## src/rtl/elastic_pipeline_pkg.sv

```systemverilog
// elastic_pipeline_pkg: stage state type, mode constants and capacity helper for the elastic pipeline
package elastic_pipeline_pkg;
  typedef enum logic [1:0] {EMPTY, ONE, TWO} stage_state_e;
  localparam int MODE_FULL = 0;
  localparam int MODE_FWD = 1;
  localparam int MODE_BYP = 2;
  function automatic int capacity(input int mode, input int num_stage);
    return mode == MODE_FULL ? 2 * num_stage : mode == MODE_FWD ? num_stage : 0;
  endfunction
endpackage

```

## src/rtl/elastic_pipeline_stage.sv

```systemverilog
// elastic_stage: one valid/ready stage, skid buffer (MODE 0), forward register (MODE 1) or wire (MODE 2)
module elastic_stage
  import elastic_pipeline_pkg::*;
#(
  parameter int ELEM_WIDTH = 32,
  parameter int MODE = MODE_FULL,
  parameter bit DATA_RST = 1'b0
) (
  input  logic                  clk,
  input  logic                  srst,
  input  logic                  flush,
  input  logic                  in_valid,
  input  logic [ELEM_WIDTH-1:0] in_data,
  output logic                  in_ready,
  output logic                  out_valid,
  output logic [ELEM_WIDTH-1:0] out_data,
  input  logic                  out_ready
);
  logic clr;
  assign clr = srst || flush;
  if (MODE == MODE_FULL) begin : g_full
    stage_state_e state_q, state_d;
    logic rdy_q, acc, drn, ld_main, ld_skid, mv_skid;
    logic [ELEM_WIDTH-1:0] main_q, skid_q;
    assign acc = in_valid && rdy_q;
    assign drn = out_valid && out_ready;
    assign in_ready = rdy_q;
    assign out_data = main_q;
    always_ff @(posedge clk) begin
      state_q <= clr ? EMPTY : state_d;
      rdy_q <= !srst && (flush || state_d != TWO);
      if (clr && DATA_RST) begin
        main_q <= '0;
        skid_q <= '0;
      end else begin
        if (ld_main) main_q <= in_data;
        else if (mv_skid) main_q <= skid_q;
        if (ld_skid) skid_q <= in_data;
      end
    end
    always_comb begin
      state_d = state_q;
      state_d = state_q == EMPTY ? (acc ? ONE : EMPTY)
              : state_q == ONE   ? (acc && !drn ? TWO : drn && !acc ? EMPTY : ONE)
              : (drn ? ONE : TWO);
    end
    always_comb begin
      out_valid = state_q != EMPTY;
      ld_main = acc && (state_q == EMPTY || drn);
      ld_skid = acc && !drn && state_q == ONE;
      mv_skid = drn && state_q == TWO;
    end
  end else if (MODE == MODE_FWD) begin : g_fwd
    logic valid_q;
    logic [ELEM_WIDTH-1:0] data_q;
    assign in_ready = !srst && (!valid_q || out_ready);
    assign out_valid = valid_q;
    assign out_data = data_q;
    always_ff @(posedge clk) begin
      valid_q <= clr ? 1'b0 : in_ready ? in_valid : valid_q;
      if (clr && DATA_RST) data_q <= '0;
      else if (in_ready && in_valid) data_q <= in_data;
    end
  end else begin : g_byp
    logic unused_byp;
    assign unused_byp = ^{clk, clr};
    assign in_ready = out_ready;
    assign out_valid = in_valid;
    assign out_data = in_data;
  end
endmodule

```

## src/rtl/elastic_pipeline.sv

```systemverilog
// elastic_pipeline: NUM_STAGE chained valid/ready stages; define ELASTIC_PIPELINE_OCC_EN for the occ port
module elastic_pipeline
  import elastic_pipeline_pkg::*;
#(
  parameter int ELEM_WIDTH = 32,
  parameter int NUM_STAGE = 1,
  parameter int MODE = MODE_FULL,
  parameter bit DATA_RST = 1'b0,
  parameter int OCC_W = NUM_STAGE == 0 ? 1 : $clog2(2 * NUM_STAGE + 1)
) (
  input  logic                  clk,
  input  logic                  srst,
  input  logic                  flush,
  input  logic                  in_valid,
  input  logic [ELEM_WIDTH-1:0] in_data,
  output logic                  in_ready,
  output logic                  out_valid,
  output logic [ELEM_WIDTH-1:0] out_data,
  input  logic                  out_ready
`ifdef ELASTIC_PIPELINE_OCC_EN
  ,
  output logic [OCC_W-1:0]      occ
`endif
);
  localparam bit BYP = MODE == MODE_BYP || NUM_STAGE == 0;
  if (BYP) begin : g_wire
    logic unused_wire;
    assign unused_wire = ^{clk, srst, flush};
    assign in_ready = out_ready;
    assign out_valid = in_valid;
    assign out_data = in_data;
  end else begin : g_chain
    logic v [NUM_STAGE+1];
    logic r [NUM_STAGE+1];
    logic [ELEM_WIDTH-1:0] d [NUM_STAGE+1];
    assign v[0] = in_valid;
    assign d[0] = in_data;
    assign in_ready = r[0];
    assign out_valid = v[NUM_STAGE];
    assign out_data = d[NUM_STAGE];
    assign r[NUM_STAGE] = out_ready;
    for (genvar i = 0; i < NUM_STAGE; i++) begin : g_stage
      elastic_stage #(
        .ELEM_WIDTH(ELEM_WIDTH),
        .MODE      (MODE),
        .DATA_RST  (DATA_RST)
      ) u_stage (
        .clk      (clk),
        .srst     (srst),
        .flush    (flush),
        .in_valid (v[i]),
        .in_data  (d[i]),
        .in_ready (r[i]),
        .out_valid(v[i+1]),
        .out_data (d[i+1]),
        .out_ready(r[i+1])
      );
    end
  end
`ifdef ELASTIC_PIPELINE_OCC_EN
  if (BYP) begin : g_occ_none
    assign occ = '0;
  end else begin : g_occ
    localparam int CAP = capacity(MODE, NUM_STAGE);
    logic acc, drn;
    assign acc = in_valid && in_ready;
    assign drn = out_valid && out_ready;
    always_ff @(posedge clk) begin
      occ <= (srst || flush) ? '0 : occ + OCC_W'(acc) - OCC_W'(drn);
      if (!(srst || flush)) begin
        assert (!(acc && !drn && occ == OCC_W'(CAP))) else $error("occ overflow beyond capacity %0d", CAP);
        assert (!(drn && !acc && occ == '0)) else $error("occ underflow below zero");
      end
    end
  end
`endif
endmodule

```

## config.mk

```make
export PLATFORM = sky130hd
export DESIGN_NAME = elastic_pipeline
export DESIGN_NICKNAME = d
export VERILOG_FILES = /design/src/rtl/elastic_pipeline_pkg.sv /design/src/rtl/elastic_pipeline_stage.sv /design/src/rtl/elastic_pipeline.sv
export SDC_FILE = /design/constraint.sdc
export NUM_CORES = 1
export LEC_CHECK = 0
export CORE_MARGIN = 2
export CORE_UTILIZATION = 47
export DETAILED_ROUTE_END_ITERATION = 6
export PLACE_DENSITY = 0.77
export SETUP_SLACK_MARGIN = 0.02
export SYNTH_ARGS = -nofsm -noshare
export SYNTH_HDL_FRONTEND = slang
export SYNTH_SLANG_ARGS = --single-unit
```

## constraint.sdc

```tcl
create_clock -name clk -period 4.69 [get_ports clk]
set_input_delay 0.469 -clock clk [delete_from_list [all_inputs] [get_ports clk]]
set_output_delay 0.469 -clock clk [all_outputs]
set_load 0.005 [all_outputs]
```

==> results of run 1 <==
final timing paths:
check,slack (ns),endpoint,from
min reg2reg,0.55,g_chain.g_stage[0].u_stage.out_data[14]$_DFFE_PP_,g_chain.g_stage[0].u_stage.g_full.skid_q[14]$_DFFE_PP_
max reg2reg,2.26,g_chain.g_stage[0].u_stage.g_full.skid_q[4]$_DFFE_PP_,g_chain.g_stage[0].u_stage.g_full.state_q[1]$_SDFF_PP0_
min,0.55,g_chain.g_stage[0].u_stage.out_data[14]$_DFFE_PP_,g_chain.g_stage[0].u_stage.g_full.skid_q[14]$_DFFE_PP_
max,2.13,g_chain.g_stage[0].u_stage.g_full.skid_q[4]$_DFFE_PP_,in_valid
routing by layer:
layer  global-route usage  up-vias
met1               0.1806      682
met2               0.3035       46
met3              0.05412        4
li1                     -      634
met5                    0        -
met4              0.09643        0
state kept, by name, summed over array words and instances (netlist names):
| name | count |
|---|---|
| g_chain.g_stage.u_stage.out_data | 32 |
| g_chain.g_stage.u_stage.g_full.skid_q | 32 |
| g_chain.g_stage.u_stage.g_full.state_q | 2 |
| g_chain.g_stage.u_stage.in_ready | 1 |
where the power goes:
| part | total [mW] | switching, mW | leakage (nW) | internal, mW |
|---|---|---|---|---|
| Combinational | 0.110 | 0.0404 | 0.490 | 0.0691 |
| Sequential | 0.685 | 0.00601 | 0.617 | 0.679 |
| Clock | 0.394 | 0.191 | 0.0848 | 0.203 |
synth_stat cells:
cell type | instances | area [sq um]
a21oi_1 | 2 | 10.01
or2b_1 | 1 | 7.510
a21boi_0 | 1 | 7.510
and3_1 | 1 | 6.260
o21ai_4 | 1 | 16.27
buf_6 | 3 | 33.78
dfxtp_1 | 3 | 60.06
nor2_2 | 1 | 6.260
nor2_1 | 1 | 3.750
and2b_2 | 1 | 8.760
ha_1 | 1 | 12.51
mux2_4 | 2 | 30.03
mux2_2 | 30 | 337.8
nand3b_1 | 1 | 7.510
nand2_1 | 2 | 7.510
o21ai_0 | 4 | 20.02
inv_1 | 4 | 15.01
edfxtp_1 | 64 | 1922
layout make-up:
type / count / area (sq um) / area share
clock buffers: 13 / 148.9 / 0.04327
clock inverters: 3 / 13.76 / 0.004000
inverters: 4 / 15.01 / 0.004364
multi-input cells: 49 / 493.0 / 0.1433
flip-flops and latches: 67 / 1982 / 0.5760
well taps: 70 / 87.58 / 0.02545
repair buffers: 70 / 700.7 / 0.2036
worst reg2reg max path: stages (launching register included):
cell and delay [ns]:
dfxtp_1 0.35, nor2_2 0.21, inv_1 0.13, nand2_1 0.09, ha_1 0.15, nand3b_1 0.14
inv_1 0.96
through the flow:
step / power, mW / util / area, sq um / worst slack (ns) / hold WS (ns)
after floorplan: 0.7343 / - / 2512 / 1.352 / 0.5231
after global placement: 0.8024 / 0.6378 / 3278 / 1.992 / 0.5271
after detailed placement: 0.8080 / 0.6378 / 3278 / 1.786 / 0.5334
after CTS: 1.202 / 0.6694 / 3441 / 2.147 / 0.5435
after global routing: 1.237 / 0.6694 / 3441 / 1.998 / 0.5645
final: 1.189 / 0.6694 / 3441 / 2.130 / 0.5454
cells by family after synthesis:
group | after synthesis
buffers and inverters | 7
adders and majority gates | 1
and+or+nand+nor | 8
muxes | 32
AOI/OAI and AO/OA | 8
DFF | 67
==> run summary, run 1 <==
Post-CTS Setup Inserts = 0
MaxCap Viol Count = 0
Synth Area in Simple Gates = 0.01892
drt wl/cell = 17.50 microns
crit end category = flop
first-pass detailed-route iteration total = 4
outcome = finished clean
DR vias/cell = 4.949
placed insts = 260
VDD IR max = 0.1910 mV
M1 WL = 1781 microns
vias = 1366
# IOs = 71
final setup vio count = 0
syn_nets = 161
Die W = 77.12 microns
hold_buf cts = 0
Post-DRT Antenna Nets = 0
cells after synthesis = 123
commonest cells after routing, fill and taps aside = 70 x clkdlybuf4s50_1, 64 x edfxtp_1, 30 x mux2_2
worst path cell trace = clkdlybuf4s50_1 -> nand2_1 -> inv_1 -> ha_1 -> nand3b_1 -> inv_1
layout cells sized above 1 = 0.2330
Largest stage delay, worst path = 0.96 ns
CP Buf/Inv Count = 3
Yosys reg bits = 67
CP Class = in2reg
clock sinks = 67
worst slew pin tran = 1.290 ns
register area share after synthesis = 0.7888
vias in the first global route = 1475
global-route wire length before repair = 7417 microns
PwrDens = 345.5 nW/um^2
fin nets = 239
Clock Path Buffers = 2
R2R depth = 6
Worst EP arrival = 2.49 ns
# fillers = 389
Layout Skew = 0.006521 ns
RSZ-0062 raised after global routing = no
Mapped Avg Cell Area = 20.43 sq um
Worst path depth = 6
Core ar. = 5140 sq um
H-tree levels = 3
Fin. Hold Viols = 0
Tcrit/Tclk final = 0.5458
xor-xnor portion of the synthesized cell area = 0
CP most frequent cell = inv_1
Hold Path Class = reg2reg
GPL Wtd Cong = 0.7140
main combinational cell family by area after synthesis = multiplexers
met3 wire len = 256 microns
Rel. slew slack = 0.1390
Final Max Tran Viols = 0
Tot GR Track Use = 0.1718
initial detailed-routing violation count = 106
Largest delay share family, worst path = buffers and inverters
cell area after synthesis = 2512 sq um
# rows = 26
setup_tns = 0 ns
Die H = 77.12 microns
clk slew on worst S/H paths = 0.07 ns
mux cell area share after synthesis = 0.1464
die area = 5947 sq um
grt ovf = 0
CTS resizes = 0
largest net degree at the start of global routing = 33
commonest non-fill, non-tap cell in the layout = clkdlybuf4s50_1
routed length on met2 = 2723 microns
crit path max fanout = 32
Area Growth Syn to Fin = 36.95%
CP Launch Type = input port
DRC violations left = 0
final WL = 4830 microns
Fmax = 0.3906 GHz
number of synthesis warnings = 0
synth unique cells = 18
Critical-path top delay cell = inv_1
Starting Density = 0.4888
clk root buf = clkbuf_8
CTS tree = done
count of input and output buffers = 70
min Tclk post-route = 2.560 ns
Synth Area in Compound Gates = 0.02141
initial antenna violation count = 0
hold path depth = 1
hpwl dp = 3264 microns
leakage = 1.192 nW
Non-Filler Instances = 276
top sig layer = met4
ant diodes = 0
adder-cell share of the synthesized area = 0.004980
CTS Buf Count = 9
clock insertion delay at the later pin of the skew report = 0.32 ns
WP data required = 4.62 ns
Note: power is estimated with default switching activity, not from simulation.
==> inputs of run 2 (changes only) <==
clock period = 2.6 ns   (was 4.69 ns; I/O delays follow)
==> run 2 against run 1 <==
Hold slack got worse by 0.039 ns. Total power increased by 110%. Clock-buffer cell count decreased by 2. Via count decreased by 2.8%. Critical endpoint is now g_chain.g_stage[0].u_stage.out_data[19]$_DFFE_PP_. Highest routed layer unchanged.
==> run summary, run 2 (synthesis results as in run 1) <==
Die H = 77.12 microns
Post-DRT Antenna Nets = 0
first-pass detailed-route iteration total = 4
initial antenna violation count = 0
Fmax = 0.5040 GHz
largest net degree at the start of global routing = 33
hpwl dp = 3041 microns
Area after DPL = 3293 sq um
CTS tree = done
Tot GR Track Use = 0.1621
Rel. slew slack = 0.3054
global-route wire length before repair = 7127 microns
Fin. Hold Viols = 0
DRC violations left = 0
CTS resizes = 0
Worst EP arrival = 2.06 ns
setup_tns = 0 ns
RSZ-0062 raised after global routing = no
Post-CTS Setup Inserts = 0
leakage = 1.246 nW
clock sinks = 67
# rows = 26
VDD IR max = 0.3383 mV
PwrDens = 714.1 nW/um^2
fin area = 3550 sq um
vias in the first global route = 1494
die area = 5947 sq um
ant diodes = 0
grt ovf = 0
fin nets = 241
met3 wire len = 172 microns
clk slew on worst S/H paths = 0.07 ns
crit end category = flop
Hold Path Class = in2reg
final setup vio count = 0
initial detailed-routing violation count = 107
min Tclk post-route = 1.984 ns
hold_buf cts = 0
Area Growth Syn to Fin = 41.28%
CP Launch Type = flop
Die W = 77.12 microns
# fillers = 361
Core ar. = 5140 sq um
CP Class = reg2reg
layout cells sized above 1 = 0.2500
Tcrit/Tclk final = 0.7631
crit path max fanout = 32
top sig layer = met4
multi-input logic area = 493.0 sq um
count of input and output buffers = 70
Largest stage delay, worst path = 0.80 ns
MaxCap Viol Count = 0
commonest non-fill, non-tap cell in the layout = clkdlybuf4s50_1
register area = 1982 sq um
CTS Buf Count = 9
clk root buf = clkbuf_8
routed length on met2 = 2382 microns
Layout Skew = 0.006945 ns
# IOs = 71
DR vias/cell = 4.777
Starting Density = 0.4888
GPL Wtd Cong = 0.6684
Clock Path Buffers = 2
outcome = finished clean
drt wl/cell = 16.07 microns
vias = 1328
M1 WL = 1755 microns
final WL = 4468 microns
clock insertion delay at the later pin of the skew report = 0.33 ns
worst path cell trace = nor2_2 -> o21ai_4 -> mux2_2
H-tree levels = 3
Final Max Tran Viols = 0
worst slew pin tran = 1.038 ns
WP data required = 2.68 ns
commonest cells after routing, fill and taps aside = 70 x clkdlybuf4s50_1, 64 x edfxtp_1, 30 x mux2_2
Critical-path top delay cell = o21ai_4
-- run 2: area by class of cell --
type	count	share of cell area
inverters	4	0.004230
repair buffers	72	0.2016
clock inverters	5	0.03525
multi-input cells	49	0.1389
clock buffers	11	0.03701
flip-flops and latches	67	0.5583
well taps	70	0.02467
-- run 2: power breakdown --
part           internal (mW)  switching (mW)
logic                  0.125          0.0702
clock network          0.733           0.372
registers               1.22         0.00999
-- run 2: final timing paths --
check	start	endpoint	slack (ns)	depth (start not counted)
worst max-delay path	g_chain.g_stage[0].u_stage.g_full.state_q[0]$_SDFF_PP0_	g_chain.g_stage[0].u_stage.out_data[19]$_DFFE_PP_	0.62	3
worst min-delay path	srst	g_chain.g_stage[0].u_stage.in_ready$_DFF_P_	0.51	2
worst max register to register	g_chain.g_stage[0].u_stage.g_full.state_q[0]$_SDFF_PP0_	g_chain.g_stage[0].u_stage.out_data[19]$_DFFE_PP_	0.62	3
worst min register to register	g_chain.g_stage[0].u_stage.g_full.skid_q[15]$_DFFE_PP_	g_chain.g_stage[0].u_stage.out_data[15]$_DFFE_PP_	0.54	1
-- run 2: metal layers --
layer / vias up / GRT usage
li1: 639 / -
met1: 634 / 0.1783
met2: 43 / 0.2737
met3: 12 / 0.03882
met4: 0 / 0.1179
met5: - / 0
-- run 2: metrics by stage --
step	total power, mW	hold WS [ns]	util	worst slack (ns)	instances
3_3_place_gp	1.447	0.5280	0.6407	0.3376	262
6_report	2.535	0.5063	0.6906	0.6159	278
4_1_cts	2.556	0.4923	0.6906	0.6094	278
2_1_floorplan	1.323	0.3291	-	0.1280	123
5_1_grt	2.621	0.4948	0.6906	0.5247	278
3_5_place_dp	1.456	0.5319	0.6407	0.2623	262
-- run 2: critical path, delay by kind of cell (launching register included) --
family	cells	cell delay [ns]
compound gates	1	0.80
flops	1	0.42
mux	1	0.42
simple gates	1	0.08
==> inputs of run 3 (changes only) <==
clock period = 1.85 ns   (was 2.6 ns; I/O delays follow)
==> run 3 against run 2 <==
Utilization increased by 0.78 points. First-iteration DRC count unchanged. Clock power rose by 17%. Critical path depth is 4 higher. Critical path type unchanged. Critical endpoint is now g_chain.g_stage[0].u_stage.g_full.skid_q[24]$_DFFE_PP_. Highest routed layer unchanged.
==> run summary, run 3 (synthesis results as in run 1) <==
DRC violations left = 0
VDD IR max = 0.4583 mV
fin nets = 245
crit end category = flop
GPL Wtd Cong = 0.7191
global-route wire length before repair = 7452 microns
leakage = 1.249 nW
hold_buf cts = 0
setup_tns = 0 ns
Die H = 77.12 microns
# IOs = 71
drt wl/cell = 16.44 microns
Fin. Hold Viols = 0
Tot GR Track Use = 0.1673
outcome = finished clean
commonest cells after routing, fill and taps aside = 70 x clkdlybuf4s50_1, 64 x edfxtp_1, 30 x mux2_2
final setup vio count = 0
Fmax = 0.5952 GHz
Clock Path Buffers = 2
Tcrit/Tclk final = 0.9082
final WL = 4636 microns
Final Max Tran Viols = 0
hpwl dp = 3251 microns
Post-CTS Setup Inserts = 0
initial detailed-routing violation count = 107
Core ar. = 5140 sq um
Area Growth Syn to Fin = 42.88%
vias = 1392
count of input and output buffers = 70
WHS = 0.4356 ns
Rel. slew slack = 0.7734
CP Launch Type = flop
clk slew on worst S/H paths = 0.07 ns
# rows = 26
initial antenna violation count = 0
CP Class = reg2reg
ant diodes = 0
WP data required = 1.88 ns
RSZ-0062 raised after global routing = no
clock insertion delay at the later pin of the skew report = 0.33 ns
die area = 5947 sq um
largest net degree at the start of global routing = 33
Hold Path Class = in2reg
first-pass detailed-route iteration total = 4
clk root buf = clkbuf_8
CTS resizes = 0
Worst EP arrival = 1.71 ns
MaxCap Viol Count = 0
worst slew pin tran = 0.3363 ns
CTS tree = done
CTS Buf Count = 9
commonest non-fill, non-tap cell in the layout = clkdlybuf4s50_1
clock sinks = 67
Pwr Total = 3.327 mW
Starting Density = 0.4888
worst setup margin = 0.1699 ns
crit path max fanout = 10
PwrDens = 926.9 nW/um^2
Layout Skew = 0.005903 ns
DP Worst Slack = 0.02428 ns
Post-DRT Antenna Nets = 0
# fillers = 368
grt ovf = 0
DR vias/cell = 4.936
setup slack, reg-to-reg = 0.17 ns
min Tclk post-route = 1.680 ns
vias in the first global route = 1508
H-tree levels = 3
layout cells sized above 1 = 0.2594
Die W = 77.12 microns
-- run 3: routing by layer --
| metal | up-vias | track usage | part of all wire | wire length, microns |
|---|---|---|---|---|
| met5 | - | 0 | 0 | 0 |
| met1 | 693 | 0.1785 | 0.38 | 1753 |
| met2 | 40 | 0.2991 | 0.55 | 2572 |
| met4 | 0 | 0.1018 | 0.030 | 138 |
| met3 | 11 | 0.03882 | 0.037 | 172 |
| li1 | 648 | - | - | - |
-- run 3: where the power goes --
group          internal [mW]  total (mW)  switching, mW
combinational          0.193       0.297          0.104
clock                  0.799        1.30          0.497
sequential              1.72        1.73         0.0146
-- run 3: worst max-delay path: stages, from the launching register on --
cell	delay (ns)
dfxtp_1	0.35
nor2_2	0.18
inv_1	0.12
nand2_1	0.10
ha_1	0.14
nand3b_1	0.16
clkinvlp_4	0.14
buf_4	0.19
-- run 3: path summary, 6_finish.rpt --
check	startpoint	to	depth (start not counted)
max reg2reg	g_chain.g_stage[0].u_stage.g_full.state_q[1]$_SDFF_PP0_	g_chain.g_stage[0].u_stage.g_full.skid_q[24]$_DFFE_PP_	7
max	g_chain.g_stage[0].u_stage.g_full.state_q[1]$_SDFF_PP0_	g_chain.g_stage[0].u_stage.g_full.skid_q[24]$_DFFE_PP_	7
min reg2reg	g_chain.g_stage[0].u_stage.g_full.skid_q[18]$_DFFE_PP_	g_chain.g_stage[0].u_stage.out_data[18]$_DFFE_PP_	1
min	in_data[23]	g_chain.g_stage[0].u_stage.g_full.skid_q[23]$_DFFE_PP_	1
-- run 3: area by class of cell --
type                       instances  area [sq um]  share of cell area
clock buffer                      14         152.6             0.04252
timing repair buffer              76         795.8              0.2217
sequential                        67          1982              0.5521
multi-input combinational         49         493.0              0.1373
tap                               70         87.58             0.02440
clock inverter                     2         60.06             0.01673
inverter                           4         18.77            0.005228
-- run 3: metrics by stage --
stage          cell area (sq um)  instances  utilization
2_1_floorplan               2527        123            -
6_report                    3590        282       0.6984
5_1_grt                     3590        282       0.6984
3_5_place_dp                3377        266       0.6570
4_1_cts                     3590        282       0.6984
3_3_place_gp                3377        266       0.6570
